## src/rtl/uart_tx_arbiter.sv

```systemverilog
// Round-robin packet arbiter feeding the UART transmit byte stream; the grant is held until last or burst limit.
// One IDLE cycle per arbitration; the datapath is combinational in GRANT, and tx_ready passes straight to the owner's req_ready.
module uart_tx_arbiter #(
  parameter int NUM_REQ   = 4,
  parameter int MAX_BURST = 16
) (
  input  logic                 clk,
  input  logic                 arst,
  input  logic [NUM_REQ-1:0]   req_valid,
  input  logic [NUM_REQ*8-1:0] req_data,
  input  logic [NUM_REQ-1:0]   req_last,
  output logic [NUM_REQ-1:0]   req_ready,
  output logic                 tx_valid,
  output logic [7:0]           tx_data,
  input  logic                 tx_ready,
  output logic [NUM_REQ-1:0]   grant,
  output logic                 busy
);
  localparam int PW = $clog2(NUM_REQ);
  localparam int CW = (MAX_BURST > 0) ? $clog2(MAX_BURST + 1) : 1;

  typedef enum logic {IDLE = 1'b0, GRANT = 1'b1} state_t;

  state_t               state_q, state_d;
  logic [NUM_REQ-1:0]   grant_q, grant_d;
  logic [PW-1:0]        owner_q, owner_d, last_q, last_d;
  logic [CW-1:0]        cnt_q, cnt_d;
  logic [PW-1:0]        pick, off;
  logic [PW:0]          base, sum;
  logic [2*NUM_REQ-1:0] rot;
  logic                 found, own_valid, own_last, xfer, burst_hit;
  logic [7:0]           own_data;

  always_ff @(posedge clk or posedge arst) begin
    if (arst) begin
      state_q <= IDLE;
      grant_q <= '0;
      owner_q <= '0;
      last_q  <= PW'(NUM_REQ - 1);
      cnt_q   <= '0;
    end else begin
      state_q <= state_d;
      grant_q <= grant_d;
      owner_q <= owner_d;
      last_q  <= last_d;
      cnt_q   <= cnt_d;
    end
  end

  // Rotate the request vector so bit 0 is last_owner+1; the first set bit is the winner.
  always_comb begin
    base  = {1'b0, last_q} + (PW+1)'(1);
    rot   = {req_valid, req_valid} >> base;
    found = 1'b0;
    off   = '0;
    for (int j = 0; j < NUM_REQ; j++) begin
      if (!found && rot[j]) begin
        found = 1'b1;
        off   = PW'(j);
      end
    end
    sum  = base + {1'b0, off};
    pick = (sum >= (PW+1)'(NUM_REQ)) ? PW'(sum - (PW+1)'(NUM_REQ)) : PW'(sum);
  end

  always_comb begin
    own_valid = 1'b0;
    own_last  = 1'b0;
    own_data  = '0;
    for (int i = 0; i < NUM_REQ; i++) begin
      if (grant_q[i]) begin
        own_valid = req_valid[i];
        own_last  = req_last[i];
        own_data  = req_data[i*8 +: 8];
      end
    end
  end

  assign xfer      = (state_q == GRANT) && own_valid && tx_ready;
  assign burst_hit = (MAX_BURST != 0) && (cnt_q == CW'(MAX_BURST - 1));

  always_comb begin
    state_d = state_q;
    grant_d = grant_q;
    owner_d = owner_q;
    last_d  = last_q;
    cnt_d   = cnt_q;
    case (state_q)
      IDLE: begin
        if (found) begin
          state_d = GRANT;
          grant_d = NUM_REQ'(1) << pick;
          owner_d = pick;
          cnt_d   = '0;
        end
      end
      GRANT: begin
        if (xfer) begin
          cnt_d = cnt_q + CW'(1);
          if (own_last || burst_hit) begin
            state_d = IDLE;
            grant_d = '0;
            last_d  = owner_q;
          end
        end
      end
      default: state_d = IDLE;
    endcase
  end

  always_comb begin
    tx_valid  = 1'b0;
    tx_data   = '0;
    req_ready = '0;
    grant     = grant_q;
    busy      = (state_q == GRANT);
    if (state_q == GRANT) begin
      tx_valid  = own_valid;
      tx_data   = own_data;
      req_ready = grant_q & {NUM_REQ{tx_ready}};
    end
  end
endmodule

```

## config.mk

```make
export PLATFORM = sky130hd
export DESIGN_NAME = uart_tx_arbiter
export DESIGN_NICKNAME = d
export VERILOG_FILES = /design/src/rtl/uart_tx_arbiter.sv
export SDC_FILE = /design/constraint.sdc
export NUM_CORES = 1
export LEC_CHECK = 0
export CAP_MARGIN = 30
export CORE_MARGIN = 2
export CORE_UTILIZATION = 25
export CTS_BUF_LIST = sky130_fd_sc_hd__clkbuf_2
export CTS_CLUSTER_DIAMETER = 150
export DETAILED_ROUTE_END_ITERATION = 12
export PLACE_DENSITY = 0.56
export SYNTH_ARGS = -nofsm -noshare
export SYNTH_HDL_FRONTEND = slang
export SYNTH_SLANG_ARGS = --single-unit
```

## constraint.sdc

```tcl
create_clock -name clk -period 2.1 [get_ports clk]
set_input_delay 0.525 -clock clk [delete_from_list [all_inputs] [get_ports clk]]
set_output_delay 0.525 -clock clk [all_outputs]
set_load 0.005 [all_outputs]
```

Word-level counts from Yosys, hierarchy flattened. Index checks and enable logic that the tools add are counted.

Register bits after elaboration: 14. Output and inout bits: 18. Word-level logic and storage cells: 65. Input bits: 43.

Shift-type cells: 2. Order comparisons: 1. Multiplexer cells: 34. Reductions and logical operators: 13. Eq/ne operators: 4. Bitwise gates (word level): 2. Add/subtract/negate cells: 4.

Operators with widths (number): 8-bit 2-to-1 mux (5); 1-bit 2-to-1 mux (17); 4-bit 2-to-1 mux (4); 5-bit 2-to-1 mux (2); 5-bit one-hot mux with 2 select lines (1); 4-bit one-hot mux with 2 select lines (1); 8-bit by 3-bit right shift with 4-bit output (1); 2-bit 2-to-1 mux (3); 3-bit AND reduction (2); 5-bit by 1-bit adder with 5-bit output, second input constant (1); 5-bit by 4-bit equality test with 1-bit output, second input constant (1); 1-bit logical AND (5); 4-bit AND (1); 2-bit by 1-bit != test with 1-bit output, second input constant (2); 2-bit AND reduction (2); 1-bit by 2-bit << shifter with 4-bit output, first input constant (1); 2-bit by 1-bit adder with 3-bit output, second input constant (1); 3-bit by 2-bit adder with 3-bit output (1); 3-bit greater-or-equal comparator, second input constant (1); 1-bit logical NOT (3); 2-bit != test, second input constant (1); 1-bit one-hot mux with 2 select lines (1); 2-bit by 1-bit subtractor with 2-bit output, second input constant (1); 1-bit logical OR (1); 1-bit inverter (1).

Longest topological paths before layout. Gate-level depths: netlist (run 1).

Depth after elaboration: 18. Depth in mapped cells: 11. Depth with buffers taken out: 10.

Worst setup path before layout (run 1). OpenSTA, ideal clock, no wires.

Path kind: input port to flip-flop. From: input req_valid[3]. To: register grant_q[2], in the netlist grant[2]. Arrival: 1866 ps. Path slack: 165 ps. Buffers on the path: 1. Setup time: 69 ps. Data required time: 2031 ps. Stages: 11. Path through: buf_2 -> inv_1 -> a2bb2oi_1 -> o21ai_0 -> o21ai_0 -> ha_1 -> xor2_1 -> nand2_1 -> nor2_1 -> o21ai_0 -> nand3_1.

Longest elaborated chain between the ends: 17. Elaborated cells on any way between the ends: 27. Classes of those cells: add/sub: 2; order compare: 1; eq/ne: 2; shift: 2; mux: 11; reduce/logical: 9.

Ends and longest elaborated chain: from (decl) (line 9) `input logic [NUM_REQ-1:0] req_valid,`; 8-bit by 3-bit right shift with 4-bit output (line 53) `rot = {req_valid, req_valid} >> base;`; 1-bit 2-to-1 mux (line 57) `if (!found && rot[j]) begin`; 1-bit logical NOT (line 57); 1-bit logical AND (line 57); 1-bit 2-to-1 mux (line 57); 1-bit logical NOT (line 57); 1-bit logical AND (line 57); 1-bit 2-to-1 mux (line 57); 1-bit logical NOT (line 57); 1-bit logical AND (line 57); 2-bit 2-to-1 mux (line 57); 3-bit by 2-bit adder with 3-bit output (line 62) `sum = base + {1'b0, off};`; 3-bit greater-or-equal comparator / 2-bit by 1-bit subtractor with 2-bit output (equally long branches) (line 63) `pick = (sum >= (PW+1)'(NUM_REQ)) ? PW'(sum - (PW+1)'(NUM_REQ)) : PW'(sum);`; 2-bit 2-to-1 mux (line 63); 1-bit by 2-bit << shifter with 4-bit output (line 92) `grant_d = NUM_REQ'(1) << pick;`; 4-bit 2-to-1 mux (line 90) `if (found) begin`; 4-bit one-hot mux with 2 select lines (line 88) `case (state_q)`; to (signal assigned) (line 43) `grant_q <= grant_d;`; to (decl) (line 25) `logic [NUM_REQ-1:0] grant_q, grant_d;`.

Several ways; a longest one is shown, not always the timed one. The select of a mux whose other input is x is not followed. A chain may end at the register's enable or synchronous reset.

Worst setup path after layout (run 1).
From: register grant_q[1], in the netlist grant[1]. To: output tx_data[1].

Longest elaborated chain between the ends: 4.

Ends and longest elaborated chain: 8-bit 2-to-1 mux (3 in a row) (line 71) `if (grant_q[i]) begin`; 8-bit 2-to-1 mux (line 117) `if (state_q == GRANT) begin`; to (decl) (line 14) `output logic [7:0] tx_data,`.

No other way between the ends.

==> metrics.txt, run 1 <==
Synth Flop Type dfrtp_1; Max FO, Critical Path 6; WP data arrival 1.67 ns; first-pass GRT wire length 7380 um; post-DP HPWL 3300 um; drt first-iter violations 20; Crit-path slowest cell dfrtp_2; WL per Instance 14.8 um; antenna cells 0; dpl cell area 2180 um^2; Root Driver clkbuf_2; RSZ-0062 raised after global routing true; Net Count, Synth 214; Die Span Y 77.2 um; Crit. End Element primary output; CP most frequent cell buf_6; syn avg cell area 7.98 um^2; CTS tree done; vias in the first global route 1471; crit-path cells buf_6, buf_6, a221oi_4, nor3_2, a21oi_1, nor2b_1, buf_2; worst hold path class reg -> reg; CP max stage delay 0.48 ns; pin count of the biggest net entering global routing 20; setup_tns -0.304 ns; Cells after Synth 168; Reg2Reg Depth 9; TritonCTS buffer count 3; Required @ worst endpoint 1.57 ns; Final nets 310; DRT Pass-1 Iters 4; DR vias 1631; min Tclk post-route 2.19 ns; site row count 26; fraction of layout cells with a size suffix above 1 38.0%; I/O pin count 61; GPL Wtd Cong 0.820; CTS clock-pin slew for the worst setup and hold paths 0.14 ns; pwr dens 1030 nW/um^2; status finished, violations left; Fin. Hold Viols 0; die area 5960 um^2; Synth Cell Area 1340 um^2; sequential area share after synthesis 26.3%; Slew @ Worst Pin 0.567 ns; antenna violations before repair 0; P&R area growth vs syn 87.2%; H-tree levels 1; Post-DRT Antenna Nets 0; Lkg Pwr 0.00113 uW; count of final max-slew check failures 0; Syn. warnings 0; DRC viols 0; final instance area 2510 um^2; async set or reset register ratio after synthesis 100%; clock tree buffer depth 2; clock latency on the worst-skew pair 0.27 ns; final worst slack -0.0926 ns; WL final 4930 um; WHS 0.497 ns; Slew HR 62.2%; Vias per Instance 4.90; CORE AREA 5140 um^2; Final setup viols 8; most common cell after layout, fill and taps aside clkdlybuf4s50_1; Die Wd 77.2 um; initial core utilization 26.1%; Final Core Density 48.8%; IO Port Bufs 60; most frequent cells in the layout clkdlybuf4s50_1, buf_4, nand2_1; violated checks setup timing; aggregate global-route resource usage 15.0%; kind of critical path reg -> out; Worst Skew 0.0111 ns; Post-synth EDFFs 0; total of max-cap violations 0; f_max 456 MHz; clk sinks 14; global route overflow 0; worst vdd ir 0.419 mV; #FFs+latches synth 14; hold path cells 1; CP Launch Type flip-flop; final period utilization 104%; Netlist cell types 45
## state kept, by name (all words and copies together) (netlist names)
signal	count
cnt_q	5
last_q	2
busy	1
owner_q	2
grant	4
## metrics by stage
| step | instances | worst slack [ns] | total power [uW] |
|---|---|---|---|
| after detailed placement | 313 | -0.521 | 1990 |
| after floorplan | 168 | 0.165 | 1320 |
| after global routing | 333 | -0.228 | 2770 |
| after CTS | 329 | -0.109 | 2330 |
| after global placement | 313 | -0.509 | 1980 |
| final | 333 | -0.0926 | 2570 |
## critical path, delay by kind of cell (launching register included)
| kind | cells | cell delay (ns) |
|---|---|---|
| buf+inv | 3 | 0.37 |
| compound gates | 2 | 0.42 |
| simple gates | 2 | 0.12 |
| flops | 1 | 0.48 |
## path summary, 6_finish.rpt
| check | start | slack [ns] | endpoint |
|---|---|---|---|
| max | grant[1] | -0.09 | tx_data[1] |
| min | cnt_q[3] | 0.50 | cnt_q[3] |
| max reg2reg | last_q[1] | 0.09 | grant[1] |
| min reg2reg | cnt_q[3] | 0.50 | cnt_q[3] |
| max in group asynchronous | arst | 1.11 | grant[3] |
| min in group asynchronous | arst | 0.58 | cnt_q[1] |
## power breakdown
part           total (uW)  switching (uW)  internal [uW]
clock                 127            85.5           41.4
combinational        1910             838           1080
sequential            533             153            380
## layer usage
layer,wire [um],vias up,global-route usage (%)
met5,0,-,0
met4,43,0,1.07
met3,393,4,4.59
met2,2320,62,25.7
met1,2170,767,19.3
li1,-,798,-
## cell families (layout without fill, tap and decap cells)
kind of cell             after synthesis  after routing  share of synthesized area [%]
AO/OA/AOI/OAI                         44             44                           23.3
XOR/XNOR                               2              2                           1.31
adder cells (fa/ha/maj)                3              3                           2.80
buffers and inverters                 19            114                           7.56
flip-flops                            14             14                           26.3
multiplexers                           6              6                           4.67
AND/OR/NAND/NOR                       80             80                           34.1
## final cells by class
class,count,area [um^2]
clock buffer,3,15.0
clock inverter,1,3.75
fill,513,2630
inverter,5,21.3
multi-input combinational,135,1050
sequential,14,358
tap,70,87.6
timing repair buffer,105,977
## cell usage after synthesis, types with 2 or more instances
| cell type | n | share of area, % |
|---|---|---|
| dfrtp_1 | 12 | 22 |
| o21ai_0 | 12 | 4.5 |
| a21o_1 | 2 | 1.1 |
| ha_1 | 3 | 2.8 |
| inv_1 | 4 | 1.1 |
| nor3_1 | 9 | 3.4 |
| and3_1 | 5 | 2.3 |
| a21oi_1 | 12 | 4.5 |
| mux2_2 | 2 | 1.7 |
| dfstp_2 | 2 | 3.9 |
| buf_6 | 3 | 2.5 |
| nand3_1 | 12 | 4.5 |
| nor2b_1 | 16 | 7.5 |
| buf_2 | 4 | 1.5 |
| mux2i_1 | 4 | 3.0 |
| a221oi_1 | 8 | 5.2 |
| nand2_1 | 19 | 5.3 |
| nor2_1 | 6 | 1.7 |
| clkbuf_1 | 6 | 1.7 |
| nand3b_1 | 2 | 1.1 |
## repair_timing
item,CTS,global route
pin swaps,20,14
cloned,0,2
setup endpoints to repair,19,24
resized for setup,64,30
setup buffers,14,5
hold buffers,0,0
No activity file was read; power rests on OpenSTA's default activity.
==> inputs of run 2 (changes only) <==
--- a/config.mk
+++ b/config.mk
@@ -12,6 +12,7 @@
 export CTS_CLUSTER_DIAMETER = 150
 export DETAILED_ROUTE_END_ITERATION = 12
 export PLACE_DENSITY = 0.56
+export SKIP_CTS_REPAIR_TIMING = 1
 export SYNTH_ARGS = -nofsm -noshare
 export SYNTH_HDL_FRONTEND = slang
 export SYNTH_SLANG_ARGS = --single-unit
==> metrics.txt, run 2 (synthesis results as in run 1) <==
dpl ws -0.521 ns (unchanged); TritonCTS buffer count 3 (unchanged); CP most frequent cell nor2b_1; Inst Count DP 313 (unchanged); Reg2Reg Depth 9 (unchanged); Slew HR 62.3% (+0.071 points); post-DP HPWL 3300 um (unchanged); FILL cells 524 (+2.1%); fraction of layout cells with a size suffix above 1 34.1% (-3.9 points); pin count of the biggest net entering global routing 20 (unchanged); max reg flops 5 (unchanged); violated checks setup timing; Required @ worst endpoint 1.57 ns (about the same); CTS tree done; WL final 4620 um (-6.3%); initial core utilization 26.1% (unchanged); IO Port Bufs 60 (unchanged); global route overflow 0 (unchanged); CORE AREA 5140 um^2 (unchanged); worst setup path end tx_data[1]; WP data arrival 1.73 ns (+0.06 ns); worst setup path startpoint grant[0]; clock latency on the worst-skew pair 0.27 ns (about the same); Root Driver clkbuf_2; kind of critical path reg -> out; die area 5960 um^2 (unchanged); Post-DRT Antenna Nets 0 (unchanged); Max FO, Critical Path 5 (-1); worst vdd ir 0.424 mV (+1.2%); clk sinks 14 (unchanged); count of final max-slew check failures 0 (unchanged); site row count 26 (unchanged); CP Launch Type flip-flop; Crit-path slowest cell dfrtp_1; CTS clock-pin slew for the worst setup and hold paths 0.14 ns (about the same); CP max stage delay 0.40 ns (-0.08 ns); Slew @ Worst Pin 0.566 ns (-0.00106 ns); H-tree levels 1 (unchanged); DR vias 1603 (-1.7%); hold path cells 1 (unchanged); crit-path cells nor2b_1, buf_4, buf_6, a221oi_4, nor3_2, a21oi_1, nor2b_1, clkbuf_2; Die Wd 77.2 um (unchanged); aggregate global-route resource usage 13.9% (-1.1 points); Lkg Pwr 0.00113 uW (+0.67%); Crit. End Element primary output; WL per Instance 14.0 um (-5.7%); Buf/Inv on CP 3 (unchanged); RSZ-0062 raised after global routing true; min Tclk post-route 2.25 ns (+0.0619 ns); worst r2r src last_q[1]; Die Span Y 77.2 um (unchanged); pwr dens 967 nW/um^2 (-5.8%); first-pass GRT wire length 6900 um (-6.5%); total of max-cap violations 0 (unchanged); Critical Path Stages 8 (+1); DRC viols 0 (unchanged); worst hold path class reg -> reg; RR Endpoint grant[3]; clock tree buffer depth 2 (unchanged); Final nets 308 (-0.65%); Final setup viols 5 (-3); final worst slack -0.154 ns (-0.0619 ns); antenna cells 0 (unchanged); largest register by flop count cnt_q; P&R area growth vs syn 81.5%; CP top delay family compound AO/OA/AOI/OAI gates; Vias per Instance 4.84 (-1.1%); Fin. Hold Viols 0 (unchanged); R2R setup slack 0.16 ns (+0.07 ns); fin cells 331 (-0.60%); status finished, violations left; most common cell after layout, fill and taps aside clkdlybuf4s50_1; drt first-iter violations 10 (-50%); GPL Wtd Cong 0.820 (unchanged); vias in the first global route 1409 (-4.2%); f_max 444 MHz (-2.7%); I/O pin count 61 (unchanged); antenna violations before repair 0 (unchanged); most frequent cells in the layout clkdlybuf4s50_1, buf_4, nand2_1; Worst Skew 0.0109 ns (-0.000159 ns); final period utilization 107% (+2.9 points); DRT Pass-1 Iters 4 (unchanged)
run 2: layer usage:
layer	vias to the layer above	wire length (um)	track usage, %
met3	0	361	4.12
met4	0	0	1.07
met1	754	2090	17.9
li1	789	-	-
met5	-	0	0
met2	60	2160	23.9
run 2: stage by stage:
step / total power, uW / util, % / instance area, um^2 / TNS (ns) / hold WS (ns)
finish: 2350 / 47.3 / 2430 / -0.465 / 0.497
global route: 2540 / 47.3 / 2430 / -1.34 / 0.513
CTS: 2120 / 42.7 / 2200 / -5.28 / 0.490
detailed placement: 1990 / 42.4 / 2180 / -7.37 / 0.471
global placement: 1980 / 42.4 / 2180 / -6.98 / 0.465
floorplan: 1320 / - / 1340 / 0 / 0.413
run 2: where the power goes:
part | internal (uW) | total [uW] | switching, uW
clock network | 41.4 | 127 | 85.5
registers | 380 | 515 | 135
logic | 960 | 1710 | 749
run 2: cell type report:
class	instances	area, um^2	share of cell area, %
multi-input combinational	135	982	40.4
timing repair buffer	103	965	39.7
sequential	14	358	14.7
tap	70	87.6	3.60
inverter	5	21.3	0.874
clock buffer	3	15.0	0.617
clock inverter	1	3.75	0.154
run 2: worst min-delay path by stage:
stage	startpoint	endpoint	slack, ns
floorplan	arst	busy	0.41
global placement	cnt_q[3]	cnt_q[3]	0.46
detailed placement	cnt_q[3]	cnt_q[3]	0.47
CTS	cnt_q[3]	cnt_q[3]	0.49
global route	cnt_q[3]	cnt_q[3]	0.51
finish	cnt_q[3]	cnt_q[3]	0.50
run 2: worst register-to-register path: stages (launching register included):
cell and delay (ns):
dfstp_2 0.63, or2b_1 0.14, a2bb2oi_2 0.05, o21ai_0 0.13
o21ai_1 0.10, ha_2 0.23, xnor2_2 0.16, nor3_1 0.24
o21ai_0 0.13, nand3_1 0.08
